## src/rtl/cgra_route_tracer.sv

```systemverilog
`default_nettype none
// ============================================================================
// Module   : cgra_route_tracer
// Purpose  : Reads back a routed CGRA edge from the PE config memory. It walks
//            from src toward dst one hop at a time (X first, then Y), streams
//            every traversed hop, and ends with one status / hop-count result.
// Ports    : clk, reset (sync, active-low)
//            req_valid/req_ready/req_src/req_dst    edge request
//            cfg_rd_en/cfg_addr/cfg_rdata           config memory read port
//                                                   (rdata one cycle after en)
//            hop_valid/hop_ready/hop_pe/hop_dir     hop record stream
//            res_valid/res_ready/res_status/res_hops final result
// Option   : TRACER_BYPASS_CHECK_EN - when defined, an intermediate PE whose
//            bypass count exceeds MAX_BYPASS ends the walk with OVERBYPASS.
// Revision : 1.0 - initial release
// ============================================================================
module cgra_route_tracer #(
    parameter int GRID       = 4,
    parameter int PE_AW      = 4,
    parameter int MAX_HOPS   = 6,
    parameter int MAX_BYPASS = 2
) (
    input  logic             clk,
    input  logic             reset,
    input  logic             req_valid,
    output logic             req_ready,
    input  logic [PE_AW-1:0] req_src,
    input  logic [PE_AW-1:0] req_dst,
    output logic             cfg_rd_en,
    output logic [PE_AW-1:0] cfg_addr,
    input  logic [5:0]       cfg_rdata,
    output logic             hop_valid,
    input  logic             hop_ready,
    output logic [PE_AW-1:0] hop_pe,
    output logic [1:0]       hop_dir,
    output logic             res_valid,
    input  logic             res_ready,
    output logic [1:0]       res_status,
    output logic [3:0]       res_hops
);

    localparam logic [PE_AW-1:0] c_GRID_W       = PE_AW'(GRID);
    localparam logic [3:0]       c_MAX_HOPS_W   = 4'(MAX_HOPS);
    localparam logic [1:0]       c_MAX_BYPASS_W = 2'(MAX_BYPASS);

    localparam logic [1:0] c_DIR_RIGHT = 2'd3;
    localparam logic [1:0] c_DIR_LEFT  = 2'd2;
    localparam logic [1:0] c_DIR_TOP   = 2'd1;
    localparam logic [1:0] c_DIR_BOT   = 2'd0;

    localparam logic [1:0] c_ST_OK         = 2'd0;
    localparam logic [1:0] c_ST_BROKEN     = 2'd1;
    localparam logic [1:0] c_ST_HOP_LIMIT  = 2'd2;
    localparam logic [1:0] c_ST_OVERBYPASS = 2'd3;

    typedef enum logic [2:0] {
        S_IDLE = 3'd0,
        S_READ = 3'd1,
        S_EVAL = 3'd2,
        S_HOP  = 3'd3,
        S_DONE = 3'd4
    } state_t;

    state_t           r_state,      w_state_n;
    logic [PE_AW-1:0] r_cur,        w_cur_n;
    logic [PE_AW-1:0] r_dst,        w_dst_n;
    logic [3:0]       r_hops,       w_hops_n;
    logic [PE_AW-1:0] r_hop_pe,     w_hop_pe_n;
    logic [1:0]       r_hop_dir,    w_hop_dir_n;
    logic [1:0]       r_res_status, w_res_status_n;
    logic [3:0]       r_res_hops,   w_res_hops_n;

    // Grid coordinates of the current and destination PE
    logic [PE_AW-1:0] w_cur_col, w_cur_row, w_dst_col, w_dst_row;
    assign w_cur_col = r_cur % c_GRID_W;
    assign w_cur_row = r_cur / c_GRID_W;
    assign w_dst_col = r_dst % c_GRID_W;
    assign w_dst_row = r_dst / c_GRID_W;

    // X-first direction toward dst; only meaningful while cur != dst
    logic [1:0] w_dir;
    always_comb begin
        w_dir = c_DIR_TOP;
        if (w_cur_col < w_dst_col)      w_dir = c_DIR_RIGHT;
        else if (w_cur_col > w_dst_col) w_dir = c_DIR_LEFT;
        else if (w_cur_row < w_dst_row) w_dir = c_DIR_BOT;
        else                            w_dir = c_DIR_TOP;
    end

    // Direction bits are ordered so the direction code indexes them directly
    logic [3:0] w_dir_bits;
    assign w_dir_bits = cfg_rdata[3:0];

    // Neighbour reached by the pending hop; moves toward dst never wrap
    logic [PE_AW-1:0] w_next_pe;
    always_comb begin
        w_next_pe = r_cur;
        case (r_hop_dir)
            c_DIR_RIGHT: w_next_pe = r_cur + {{(PE_AW-1){1'b0}}, 1'b1};
            c_DIR_LEFT:  w_next_pe = r_cur - {{(PE_AW-1){1'b0}}, 1'b1};
            c_DIR_BOT:   w_next_pe = r_cur + c_GRID_W;
            default:     w_next_pe = r_cur - c_GRID_W;
        endcase
    end

    logic [3:0] w_hops_inc;
    assign w_hops_inc = r_hops + 4'd1;

    logic w_overbypass;
`ifdef TRACER_BYPASS_CHECK_EN
    // The source PE legitimately originates the edge, so it is exempt
    logic [PE_AW-1:0] r_src;
    always_ff @(posedge clk) begin
        if (!reset) begin
            r_src <= '0;
        end else if (r_state == S_IDLE && req_valid) begin
            r_src <= req_src;
        end
    end
    assign w_overbypass = (r_cur != r_src) && (cfg_rdata[5:4] > c_MAX_BYPASS_W);
`else
    logic w_unused_bypass;
    assign w_unused_bypass = ^{cfg_rdata[5:4], c_MAX_BYPASS_W};
    assign w_overbypass    = 1'b0;
`endif

    always_comb begin
        w_state_n      = r_state;
        w_cur_n        = r_cur;
        w_dst_n        = r_dst;
        w_hops_n       = r_hops;
        w_hop_pe_n     = r_hop_pe;
        w_hop_dir_n    = r_hop_dir;
        w_res_status_n = r_res_status;
        w_res_hops_n   = r_res_hops;
        case (r_state)
            S_IDLE: begin
                if (req_valid) begin
                    w_cur_n  = req_src;
                    w_dst_n  = req_dst;
                    w_hops_n = 4'd0;
                    if (req_src == req_dst) begin
                        w_state_n      = S_DONE;
                        w_res_status_n = c_ST_OK;
                        w_res_hops_n   = 4'd0;
                    end else begin
                        w_state_n = S_READ;
                    end
                end
            end
            S_READ: begin
                w_state_n = S_EVAL;
            end
            S_EVAL: begin
                if (w_overbypass) begin
                    w_state_n      = S_DONE;
                    w_res_status_n = c_ST_OVERBYPASS;
                    w_res_hops_n   = r_hops;
                end else if (!w_dir_bits[w_dir]) begin
                    w_state_n      = S_DONE;
                    w_res_status_n = c_ST_BROKEN;
                    w_res_hops_n   = r_hops;
                end else begin
                    w_hop_pe_n  = r_cur;
                    w_hop_dir_n = w_dir;
                    w_state_n   = S_HOP;
                end
            end
            S_HOP: begin
                if (hop_ready) begin
                    w_cur_n  = w_next_pe;
                    w_hops_n = w_hops_inc;
                    if (w_next_pe == r_dst) begin
                        w_state_n      = S_DONE;
                        w_res_status_n = c_ST_OK;
                        w_res_hops_n   = w_hops_inc;
                    end else if (w_hops_inc == c_MAX_HOPS_W) begin
                        w_state_n      = S_DONE;
                        w_res_status_n = c_ST_HOP_LIMIT;
                        w_res_hops_n   = w_hops_inc;
                    end else begin
                        w_state_n = S_READ;
                    end
                end
            end
            S_DONE: begin
                if (res_ready) w_state_n = S_IDLE;
            end
            default: begin
                w_state_n = S_IDLE;
            end
        endcase
    end

    always_ff @(posedge clk) begin
        if (!reset) begin
            r_state      <= S_IDLE;
            r_cur        <= '0;
            r_dst        <= '0;
            r_hops       <= '0;
            r_hop_pe     <= '0;
            r_hop_dir    <= '0;
            r_res_status <= '0;
            r_res_hops   <= '0;
        end else begin
            r_state      <= w_state_n;
            r_cur        <= w_cur_n;
            r_dst        <= w_dst_n;
            r_hops       <= w_hops_n;
            r_hop_pe     <= w_hop_pe_n;
            r_hop_dir    <= w_hop_dir_n;
            r_res_status <= w_res_status_n;
            r_res_hops   <= w_res_hops_n;
        end
    end

    // Handshake outputs are gated by reset so they drop as soon as it asserts
    assign req_ready  = reset && (r_state == S_IDLE);
    assign cfg_rd_en  = reset && (r_state == S_READ);
    assign hop_valid  = reset && (r_state == S_HOP);
    assign res_valid  = reset && (r_state == S_DONE);
    assign cfg_addr   = r_cur;
    assign hop_pe     = r_hop_pe;
    assign hop_dir    = r_hop_dir;
    assign res_status = r_res_status;
    assign res_hops   = r_res_hops;

endmodule
`default_nettype wire

```

## config.mk

```make
export PLATFORM = sky130hd
export DESIGN_NAME = cgra_route_tracer
export DESIGN_NICKNAME = d
export VERILOG_FILES = /design/src/rtl/cgra_route_tracer.sv
export SDC_FILE = /design/constraint.sdc
export NUM_CORES = 1
export LEC_CHECK = 0
export BUFFER_PORTS_ARGS = -buffer_cell sky130_fd_sc_hd__buf_2
export CELL_PAD_IN_SITES_DETAIL_PLACEMENT = 1
export CELL_PAD_IN_SITES_GLOBAL_PLACEMENT = 1
export CORE_MARGIN = 2
export CORE_UTILIZATION = 40
export DETAILED_ROUTE_END_ITERATION = 16
export GPL_ROUTABILITY_DRIVEN = 0
export GPL_TIMING_DRIVEN = 0
export MAX_ROUTING_LAYER = met4
export PLACE_DENSITY_LB_ADDON = 0.15
export REMOVE_ABC_BUFFERS = 1
export SKIP_CTS_REPAIR_TIMING = 1
export SYNTH_ARGS = -nofsm -noshare
export SYNTH_HDL_FRONTEND = slang
export SYNTH_SLANG_ARGS = --single-unit
```

## constraint.sdc

```tcl
create_clock -name clk -period 3.1 [get_ports clk]
set_input_delay 0.465 -clock clk [delete_from_list [all_inputs] [get_ports clk]]
set_output_delay 0.465 -clock clk [all_outputs]
set_load 0.005 [all_outputs]
```

## Yosys cells after proc, flatten, opt, wreduce, memory -nomap -nowiden

Cells that the tools add are included.
W data, S select, Z words.

- Register bits after elaboration: 27
- Output and inout bits: 20
- Logic and storage cells: 79

- Add/sub/neg operators: 5
- $lt $le $gt $ge: 4
- Equality and inequality tests: 15
- Mux-type cells: 34
- Reduce and logical (&&, ||, !) cells: 13

Operators with widths:

| kind | number |
|---|---|
| $mux W4 | 10 |
| $pmux W4 S3 | 2 |
| $mux W3 | 7 |
| $mux W2 | 8 |
| $pmux W4 S2 | 2 |
| $pmux W3 S5 | 1 |
| $ne A2 B2 Y1 const B | 5 |
| $add A4 B1 Y4 const B | 2 |
| $eq A4 B4 Y1 | 2 |
| $eq A3 B2 Y1 const B | 2 |
| $pmux W2 S3 | 1 |
| $reduce_and A3 Y1 | 2 |
| $reduce_and A6 Y1 | 1 |
| $add A4 B3 Y4 const B | 1 |
| $eq A2 B2 Y1 const B | 2 |
| $eq A4 B3 Y1 const B | 1 |
| $logic_and A1 B1 Y1 | 4 |
| $lt A2 B2 Y1 | 2 |
| $reduce_and A2 Y1 | 2 |
| $sub A4 B1 Y4 const B | 1 |
| $sub A4 B3 Y4 const B | 1 |
| $eq A3 B1 Y1 const B | 1 |
| $eq A3 B3 Y1 const B | 1 |
| $logic_not A3 Y1 | 1 |
| other kinds (8) | 9 |

## Depth between registers and ports, before layout

Gate-level depths: netlist (run 1).

- Word-level depth: 8
- Gate-level depth with buffers: 9
- Gate-level depth less buffers: 8

## Worst setup path after synthesis (run 1)

OpenSTA, ideal clock, no wires.

- Kind: register to register
- From: register r_hop_dir[1] (netlist: hop_dir[1])
- To: register r_res_status[0] (netlist: res_status[0])
- Arrival: 2.274 ns
- Required time: 2.981 ns
- Path slack: 0.707 ns
- Cell stages (with the launch flop): 8
- Path buffers: 1
- Period minus slack after synthesis: 2.393 ns
- Path through: dfxtp_1 -> buf_2 -> nor2b_1 -> ha_1 -> xnor3_1 -> o31a_1 -> o211a_2 -> o221a_2

- Cells in the longest elaborated chain, start to end: 6
- Elaborated cells on any way between the ends: 10
- Those cells by class: eq/ne: 4; mux: 4; reduce/logical: 2

Ends and longest elaborated chain:

| what | line | source |
|---|---|---|
| from (decl) | 69 | `logic [1:0] r_hop_dir, w_hop_dir_n;` |
| from (signal assigned) | 211 | `r_hop_dir <= w_hop_dir_n;` |
| $eq A2 B2 Y1 or $logic_not A2 Y1 (tied branches) | 98 | `case (r_hop_dir)` |
| $pmux W4 S3 * | 98 |  |
| $eq A4 B4 Y1 * | 173 | `if (w_next_pe == r_dst) begin` |
| $mux W2 | 173 |  |
| $mux W2 | 170 | `if (hop_ready) begin` |
| $pmux W2 S3 | 136 | `case (r_state)` |
| to (signal assigned) | 212 | `r_res_status <= w_res_status_n;` |
| to (decl) | 70 | `logic [1:0] r_res_status, w_res_status_n;` |

Mark *: on every way between the ends. The rest lies on a longest branch, timed or not. The select of a mux whose other input is x is not followed.
A chain may end at the register's enable or synchronous reset.

## Worst setup path in the final report (run 1)

Ends and elaborated chain as after synthesis.

==> results by group, run 1 <==
Global routing
  – Remaining Overflow, GRT: 0
  – Initial antenna violation count: 0
  – Vias in the first global route: 1,800
  – Largest net degree at the start of global routing: 19
  – Global-route wire length before repair: 8710 um
  – GR Util All Layers: 21.6%

Synth
  – Mapped Cells: 232
  – Avg Inst Size Synth: 8.03 sq um
  – Synthesized area: 0.00186 sq mm
  – Post-synth EDFFs: 0
  – Area leader, netlist: dfxtp_1
  – Syn. warnings: 0
  – Synth area leaders: dfxtp_1, nor2_1, ha_1
  – Top cells by count, synth: nor2_1, dfxtp_1, nand2_1
  – Most numerous cell in the Yosys netlist: nor2_1
  – Top-area cell type share of the netlist area: 29.0%
  – Most used DFF post-synth: dfxtp_1
  – Asr flop ratio synth: 0%
  – Post-synth cell types: 52
  – Number of synthesized register bits: 27
  – Seq/Total Area, Yosys: 29.0%

Pwr
  – Clock share of power: 13.9%
  – P_sw: 0.000726 W
  – Sequential power share: 32.7%
  – Comb pwr share: 53.5%
  – Power Density: 738 mW/mm^2
  – Sw Ratio: 46.5%
  – Design Power: 0.00156 W
  – Int Pwr: 0.000836 W
  – P_leak: 0.944 nW
  – Max VDD drop: 0.303 mV

CTS
  – Longest Clk Path Bufs: 2
  – H-tree depth: 1
  – Clk Tree Root Cell: clkbuf_8
  – CTS tree: done
  – Clock-pin slew on the worst setup and hold paths: 0.10 ns
  – Num Clock Sinks: 27
  – CTS buffer count: 3
  – Worst-skew pair later-pin latency: 0.28 ns

Setup path
  – CP startpoint: hop_dir[1]
  – Reg2Reg Setup Slack: 0.21 ns
  – FF-to-FF End: res_status[0]
  – Crit path max-delay cell type: dfxtp_1
  – CP Buf/Inv Count: 0
  – WP data required: 3.28 ns
  – Worst EP arrival: 3.07 ns
  – CP Capture Type: flip-flop
  – CP Max Fanout: 15
  – WS Path Type: flip-flop to flip-flop
  – CP max stage delay: 0.65 ns
  – Reg2Reg Depth: 8
  – Delay-heaviest family, CP: compound AO/OA/AOI/OAI gates
  – Crit path cell chain: nor2b_1 -> ha_1 -> nand4b_1 -> nand4_1 -> a21boi_1 -> xnor2_2 -> o211a_2 -> o221a_2
  – Setup crit start kind: flip-flop
  – FF-to-FF Start: hop_dir[1]

Layout
  – Area grow syn2layout: 13.7%
  – Final Util: 48.0%
  – Multi-input logic area: 0.00125 sq mm
  – Fill cells: 573
  – Antenna diode count: 0
  – NumNets Final: 289
  – Share of cells above drive strength 1: 19.5%
  – Total area of sequential cells: 541 sq um

Die
  – Core area: 0.00441 sq mm
  – Die width: 72.2 um
  – Initial Utilization: 42.2%
  – Rows: 24
  – Die extent in y: 72.2 um
  – I/O pins: 39
  – Die area: 0.00522 sq mm

STA
  – Period utilization: 93.2%
  – Rel. slew slack: 59.4%
  – Maximum clock frequency: 0.346 GHz
  – Final WS setup: 0.209 ns
  – Max-slew violation count: 0
  – Final Hold Vio Count: 0
  – RSZ-0062 raised after global routing: no
  – Final Skew: 0.00934 ns
  – Setup violators final: 0
  – Least-Margin Pin Slew: 0.608 ns
  – Min Tclk post-route: 2.89 ns
  – Fin Setup TNS: 0 ns

Placement
  – DP HPWL: 3920 um
  – IO buf count: 36
  – Pre-CTS worst setup slack: 0.131 ns

Worst hold path
  – Hold path endpoint: r_state[2]
  – Hold Path Stages: 2
  – Hold_sp: res_ready
  – Worst Hold Class: primary input to flip-flop

Route
  – Post-DRT Antenna Nets: 0
  – Vias: 1,829
  – Vias per cell: 5.82
  – Pre-antenna DRT Iters: 4
  – First DRT Iteration DRCs: 93
  – Drc violations: 0
  – WL/cell: 16.7 um
  – WL final: 5240 um

Status
  – Status: finished clean

Run
  – Max_cap viols: 0
==> cells in the final DEF, fill, tap and decap left out, types with 6 or more instances in the layout <==
cell	n
nor2b_1	7
mux2i_1	8
a21oi_1	10
dfxtp_1	27
ha_1	7
and2_1	8
nand4_1	6
nor2_1	30
inv_1	8
nand2_1	16
buf_2	36
o21ai_0	11
xor2_1	9
==> metal layers <==
layer	wire, um	track usage [%]	vias up	part of all wire (%)
met5	0	-	-	0
met4	23	3.35	0	0.44
met3	158	2.08	2	3.0
met2	2480	34.6	33	47
met1	2580	30.1	896	49
li1	-	-	898	-
==> per-stage QoR <==
| step | hold slack (ns) | area (sq um) | instances |
|---|---|---|---|
| after floorplan | 0.489 | 1820 | 222 |
| after global placement | 0.471 | 2060 | 310 |
| after detailed placement | 0.487 | 2060 | 310 |
| after CTS | 0.383 | 2110 | 314 |
| after global routing | 0.383 | 2120 | 314 |
| final | 0.388 | 2120 | 314 |
==> final cells by class <==
| type | instances | share of cell area [%] |
|---|---|---|
| flip-flops and latches | 27 | 25.5 |
| multi-input cells | 186 | 59.1 |
| repair buffers | 36 | 8.51 |
| clock inverters | 1 | 0.236 |
| inverters | 9 | 1.59 |
| well taps | 52 | 3.07 |
| clock buffers | 3 | 1.95 |
==> cells by family (layout without fill, tap and decap cells) <==
family / after synthesis / in the layout / share of synthesized area (%)
and+or+nand+nor: 98 / 98 / 27.5
DFF: 27 / 27 / 29.0
muxes: 8 / 8 / 4.30
buffers and inverters: 19 / 49 / 4.16
xor gates and xnor gates: 15 / 15 / 7.79
AOI/OAI and AO/OA: 58 / 58 / 22.6
adders and majority gates: 7 / 7 / 4.70
==> power groups by stage <==
stage	Combinational, W	Clock, W	Sequential, W
after floorplan	0.000604	0	0.000489
after global placement	0.000804	0	0.000515
after detailed placement	0.000822	0	0.000517
after CTS	0.000827	0.000222	0.000509
after global routing	0.000921	0.000237	0.000523
final	0.000835	0.000217	0.000511
==> state kept, by name (all words and copies together) (netlist names) <==
name / count
r_dst: 4
hop_dir: 2
hop_pe: 4
cfg_addr: 4
res_status: 2
r_state: 3
res_hops: 4
r_hops: 4
==> worst max-delay path by stage <==
stage / end / slack (ns) / cells after the start
finish: res_status[0] / 0.21 / 8
global route: res_status[0] / 0.04 / 8
CTS: res_status[0] / 0.12 / 8
detailed placement: res_status[0] / 0.13 / 8
global placement: res_status[0] / 0.23 / 8
floorplan: res_status[0] / 0.73 / 8
==> worst reg2reg max path, cell delays in order, from the launching register on <==
cell and delay (ns):
dfxtp_1 0.65, nor2b_1 0.28, ha_1 0.34, nand4b_1 0.15
nand4_1 0.09, a21boi_1 0.44, xnor2_2 0.21, o211a_2 0.37
o221a_2 0.26
No activity file was read; power rests on OpenSTA's default activity.
==> run 2, diff against run 1 <==
--- a/config.mk
+++ b/config.mk
@@ -10,5 +10,6 @@
 export CELL_PAD_IN_SITES_GLOBAL_PLACEMENT = 1
 export CORE_MARGIN = 2
-export CORE_UTILIZATION = 40
+export CORE_UTILIZATION = 41
+export CTS_BUF_LIST = sky130_fd_sc_hd__clkbuf_8
 export DETAILED_ROUTE_END_ITERATION = 16
 export GPL_ROUTABILITY_DRIVEN = 0
==> constraint.sdc (replaced) <==
create_clock -name clk -period 3.1 [get_ports clk]
set_input_delay 0.31 -clock clk [delete_from_list [all_inputs] [get_ports clk]]
set_output_delay 0.31 -clock clk [all_outputs]
set_load 0.005 [all_outputs]
==> results by group, run 2 (synthesis gave the netlist of run 1 again) <==
Global routing
  – Vias in the first global route: 1,786 (-0.78%)
  – Global-route wire length before repair: 8800 um (+0.95%)
  – Initial antenna violation count: 0 (unchanged)
  – Largest net degree at the start of global routing: 19 (unchanged)
  – Remaining Overflow, GRT: 0 (unchanged)
  – GR Util All Layers: 22.1% (+0.49 points)

Setup path
  – Reg2Reg Depth: 8 (unchanged)
  – CP Capture Type: flip-flop
  – Worst EP arrival: 3.15 ns (+0.08 ns)
  – WP data required: 3.28 ns (about the same)
  – CP Max Fanout: 15 (unchanged)
  – FF-to-FF End: res_status[0]
  – Setup crit start kind: flip-flop
  – Reg2Reg Setup Slack: 0.13 ns (-0.08 ns)
  – FF-to-FF Start: hop_dir[1]
  – WS Path Type: flip-flop to flip-flop

Route
  – Vias per cell: 5.82 (-0.16%)
  – First DRT Iteration DRCs: 76 (-18%)
  – WL/cell: 16.7 um (-0.11%)
  – Post-DRT Antenna Nets: 0 (unchanged)
  – Vias: 1,826 (-0.16%)
  – Drc violations: 0 (unchanged)
  – Pre-antenna DRT Iters: 4 (unchanged)
  – WL final: 5240 um (-0.11%)

STA
  – Final Hold Vio Count: 0 (unchanged)
  – Rel. slew slack: 58.3% (-1.1 points)
  – Final Skew: 0.00759 ns (-0.00175 ns)
  – Min Tclk post-route: 2.97 ns (+0.0763 ns)
  – Setup violators final: 0 (unchanged)
  – Period utilization: 95.7% (+2.5 points)
  – Final WS setup: 0.133 ns (-0.0763 ns)
  – Least-Margin Pin Slew: 0.622 ns (+0.0133 ns)
  – WHS: 0.209 ns (-0.179 ns)
  – Max-slew violation count: 0 (unchanged)
  – Maximum clock frequency: 0.337 GHz (-2.6%)

Die
  – Die area: 0.00510 sq mm (-2.3%)
  – Rows: 24 (unchanged)
  – Die extent in y: 71.4 um (-1.2%)
  – Core area: 0.00435 sq mm (-1.4%)
  – I/O pins: 39 (unchanged)
  – Die width: 71.4 um (-1.2%)
  – Initial Utilization: 42.8% (+0.58 points)

Placement
  – DP HPWL: 3870 um (-1.4%)
  – Pre-CTS worst setup slack: 0.187 ns (+0.0563 ns)
  – IO buf count: 36 (unchanged)
  – Placed cell area: 0.00206 sq mm (unchanged)
  – Post-Place Cells: 310 (unchanged)

Pwr
  – Design Power: 0.00157 W (+0.32%)
  – Power Density: 740 mW/mm^2 (+0.32%)
  – Max VDD drop: 0.602 mV (+99%)
  – P_leak: 0.944 nW (unchanged)

CTS
  – CTS tree: done
  – Clk Tree Root Cell: clkbuf_8
  – Worst-skew pair later-pin latency: 0.28 ns (about the same)
  – H-tree depth: 1 (unchanged)
  – CTS buffer count: 3 (unchanged)
  – Longest Clk Path Bufs: 2 (unchanged)
  – Clock-pin slew on the worst setup and hold paths: 0.10 ns (about the same)
  – Num Clock Sinks: 27 (unchanged)

Layout
  – Antenna diode count: 0 (unchanged)
  – Fill cells: 553 (-3.5%)
  – Area grow syn2layout: 13.7% (unchanged)
  – Share of cells above drive strength 1: 19.5% (unchanged)
  – Commonest cells after routing, fill and taps aside: buf_2, nor2_1, dfxtp_1
  – NumNets Final: 289 (unchanged)
  – Most common cell after layout, fill and taps aside: buf_2
  – Total area of sequential cells: 541 sq um (unchanged)
  – Final non-filler cell total: 314 (unchanged)
  – Multi-input logic area: 0.00125 sq mm (unchanged)
  – Post-route cell area: 0.00212 sq mm (unchanged)

Run
  – Max_cap viols: 0 (unchanged)

Worst hold path
  – Hold path endpoint: r_state[2]
  – Worst Hold Class: primary input to flip-flop
  – Hold Path Stages: 2 (unchanged)
  – Hold_sp: res_ready

Status
  – Status: finished clean
==> run 2: cell counts in the layout (fill, tap and decap cells not counted) <==
Identical to the previous run, type by type.
==> run 2: through the flow <==
| step | utilization [%] | setup TNS (ns) |
|---|---|---|
| 4_1_cts | 48.5 | 0 |
| 2_1_floorplan | - | 0 |
| 3_5_place_dp | 47.4 | 0 |
| 6_report | 48.6 | 0 |
| 5_1_grt | 48.6 | -0.00412 |
| 3_3_place_gp | 47.4 | 0 |
==> run 2: worst max-delay path: stages (launching register included) <==
cell and delay, ns:
dfxtp_1 0.67, nor2b_1 0.27, ha_1 0.34, nand4b_1 0.16, nand4_1 0.10, a21boi_1 0.47
xnor2_2 0.23, o211a_2 0.38, o221a_2 0.26
==> run 2: per-layer routing <==
| layer | vias to the layer above | routed length, um | GRT usage, % |
|---|---|---|---|
| met5 | - | 0 | - |
| met4 | 0 | 78 | 5.03 |
| met1 | 876 | 2560 | 30.1 |
| met3 | 6 | 234 | 2.67 |
| li1 | 903 | - | - |
| met2 | 41 | 2370 | 35.1 |
==> run 2: worst max-delay path by stage <==
stage,startpoint,endpoint,depth (start not counted),slack [ns]
floorplan,hop_dir[1],res_status[0],8,0.73
global placement,hop_dir[1],res_status[0],8,0.24
detailed placement,hop_dir[1],res_status[0],8,0.19
CTS,hop_dir[1],res_status[0],8,0.15
global route,hop_dir[1],res_status[0],8,-0.004
finish,hop_dir[1],res_status[0],8,0.13
==> run 2: power breakdown <==
| part | internal, W | leakage (nW) | switching, W |
|---|---|---|---|
| clock network | 0.0000904 | 0.0255 | 0.000121 |
| registers | 0.000400 | 0.219 | 0.000107 |
| logic | 0.000346 | 0.699 | 0.000503 |
==> run 2: area by class of cell <==
class                           instances  share of cell area [%]
Multi-Input combinational cell        186                    59.1
Sequential cell                        27                    25.5
Timing Repair Buffer                   36                    8.51
Tap cell                               52                    3.07
Clock buffer                            3                    1.95
Inverter                                9                    1.59
Clock inverter                          1                   0.236
==> run 3, diff against run 2 <==
CORE_UTILIZATION = 37   (was 41)
clock period = 2.46 ns   (was 3.1 ns; I/O delays follow)
==> results by group, run 3 (synthesis gave the netlist of run 1 again) <==
Layout
  – Share of cells above drive strength 1: 25.3% (+5.8 points)
  – NumNets Final: 296 (+2.4%)
  – Antenna diode count: 0 (unchanged)
  – Fill cells: 607 (+9.8%)
  – Most common cell after layout, fill and taps aside: buf_2
  – Final Util: 46.8% (-1.8 points)
  – Commonest cells after routing, fill and taps aside: buf_2, nor2_1, dfxtp_1
  – Post-route cell area: 0.00224 sq mm (+5.8%)
  – Area grow syn2layout: 20.3%

Global routing
  – Largest net degree at the start of global routing: 19 (unchanged)
  – Remaining Overflow, GRT: 0 (unchanged)
  – Initial antenna violation count: 0 (unchanged)
  – Vias in the first global route: 1,762 (-1.3%)
  – GR Util All Layers: 20.8% (-1.3 points)
  – Global-route wire length before repair: 8630 um (-1.9%)

STA
  – Period utilization: 95.2% (-0.47 points)
  – Final Skew: 0.00624 ns (-0.00135 ns)
  – RSZ-0062 raised after global routing: no
  – WHS: 0.146 ns (-0.0635 ns)
  – Maximum clock frequency: 0.427 GHz (+27%)
  – Min Tclk post-route: 2.34 ns (-0.624 ns)
  – Max-slew violation count: 0 (unchanged)
  – Final Hold Vio Count: 0 (unchanged)
  – Least-Margin Pin Slew: 0.640 ns (+0.0184 ns)
  – Rel. slew slack: 57.3% (-0.97 points)
  – Setup violators final: 0 (unchanged)

Placement
  – IO buf count: 36 (unchanged)
  – Placed cell area: 0.00208 sq mm (+0.91%)
  – DP HPWL: 3850 um (-0.41%)

CTS
  – Longest Clk Path Bufs: 2 (unchanged)
  – CTS buffer count: 3 (unchanged)
  – Worst-skew pair later-pin latency: 0.28 ns (about the same)
  – Clk Tree Root Cell: clkbuf_8
  – H-tree depth: 1 (unchanged)
  – Num Clock Sinks: 27 (unchanged)
  – Clock-pin slew on the worst setup and hold paths: 0.11 ns (about the same)
  – CTS tree: done

Route
  – Post-DRT Antenna Nets: 0 (unchanged)
  – Pre-antenna DRT Iters: 4 (unchanged)
  – WL final: 5420 um (+3.6%)
  – Vias per cell: 5.51 (-5.3%)
  – Drc violations: 0 (unchanged)
  – First DRT Iteration DRCs: 85 (+12%)
  – WL/cell: 16.1 um (-3.2%)
  – Vias: 1,850 (+1.3%)

Die
  – Core area: 0.00479 sq mm (+9.9%)
  – Rows: 25 (+4.2%)
  – Die width: 75.0 um (+5.0%)
  – Initial Utilization: 38.9% (-3.9 points)
  – Die area: 0.00562 sq mm (+10%)
  – I/O pins: 39 (unchanged)
  – Die extent in y: 75.0 um (+5.0%)

Pwr
  – P_leak: 0.990 nW (+4.9%)
  – Max VDD drop: 0.407 mV (-33%)
  – Power Density: 944 mW/mm^2 (+28%)

Setup path
  – CP Capture Type: flip-flop
  – WP data required: 2.65 ns (-0.63 ns)
  – Setup crit start kind: flip-flop
  – Worst EP arrival: 2.53 ns (-0.62 ns)
  – CP Max Fanout: 9 (-6)
  – WS Path Type: flip-flop to flip-flop

Worst hold path
  – Worst Hold Class: primary input to flip-flop

Status
  – Status: finished clean

Run
  – Max_cap viols: 0 (unchanged)
==> run 3: changes by cell type in the layout (fill, tap and decap cells not counted), sizes merged <==
| cell | change |
|---|---|
| buf | +7 |
| clkinvlp | +1 |
| clkinv | -1 |
==> run 3: final cells by class <==
cell class                      instances  area [sq um]  area share, %
Tap cell                               67          83.8           3.74
Clock buffer                            3          41.3           1.84
Timing Repair Buffer                   43           233           10.4
Multi-Input combinational cell        186          1290           57.6
Clock inverter                          1          7.51          0.335
Sequential cell                        27           552           24.6
Inverter                                9          33.8           1.51
==> run 3: worst max-delay path, cell delays in order, from the launching register on <==
cell,delay (ns)
dfxtp_4,0.39
nor2b_2,0.17
ha_1,0.40
xnor3_1,0.35
o31a_1,0.35
o211a_4,0.33
o221a_2,0.25
==> run 3: stage by stage <==
step / cells / power [W] / TNS (ns) / worst slack [ns]
floorplan: 222 / 0.00138 / 0 / 0.0910
global placement: 325 / 0.00167 / -3.06 / -0.425
detailed placement: 325 / 0.00170 / -3.18 / -0.455
CTS: 329 / 0.00198 / -3.42 / -0.488
global route: 336 / 0.00227 / 0 / 0.00174
finish: 336 / 0.00212 / 0 / 0.117
==> run 3: where the power goes <==
group | switching (W) | total [W] | internal, W
Combinational | 0.000662 | 0.00119 | 0.000527
Sequential | 0.000139 | 0.000650 | 0.000512
Clock | 0.000160 | 0.000276 | 0.000116
Total | 0.000961 | 0.00212 | 0.00115
==> run 3: final timing paths <==
path	endpoint	from	slack, ns	cells past startpoint
hold reg to reg	hop_pe[3]	hop_pe[3]	0.50	2
setup / recovery	res_status[0]	hop_dir[1]	0.12	6
setup reg to reg	res_status[0]	hop_dir[1]	0.12	6
hold / removal	r_state[2]	res_ready	0.15	2
==> run 3: per-layer routing <==
layer / vias to the layer above / track usage (%) / share of wire, % / routed length, um
li1: 914 / - / - / -
met2: 32 / 34.0 / 47 / 2540
met4: 0 / 4.76 / 1.3 / 72
met1: 897 / 27.7 / 49 / 2650
met3: 7 / 2.01 / 2.9 / 157
met5: - / - / 0 / 0
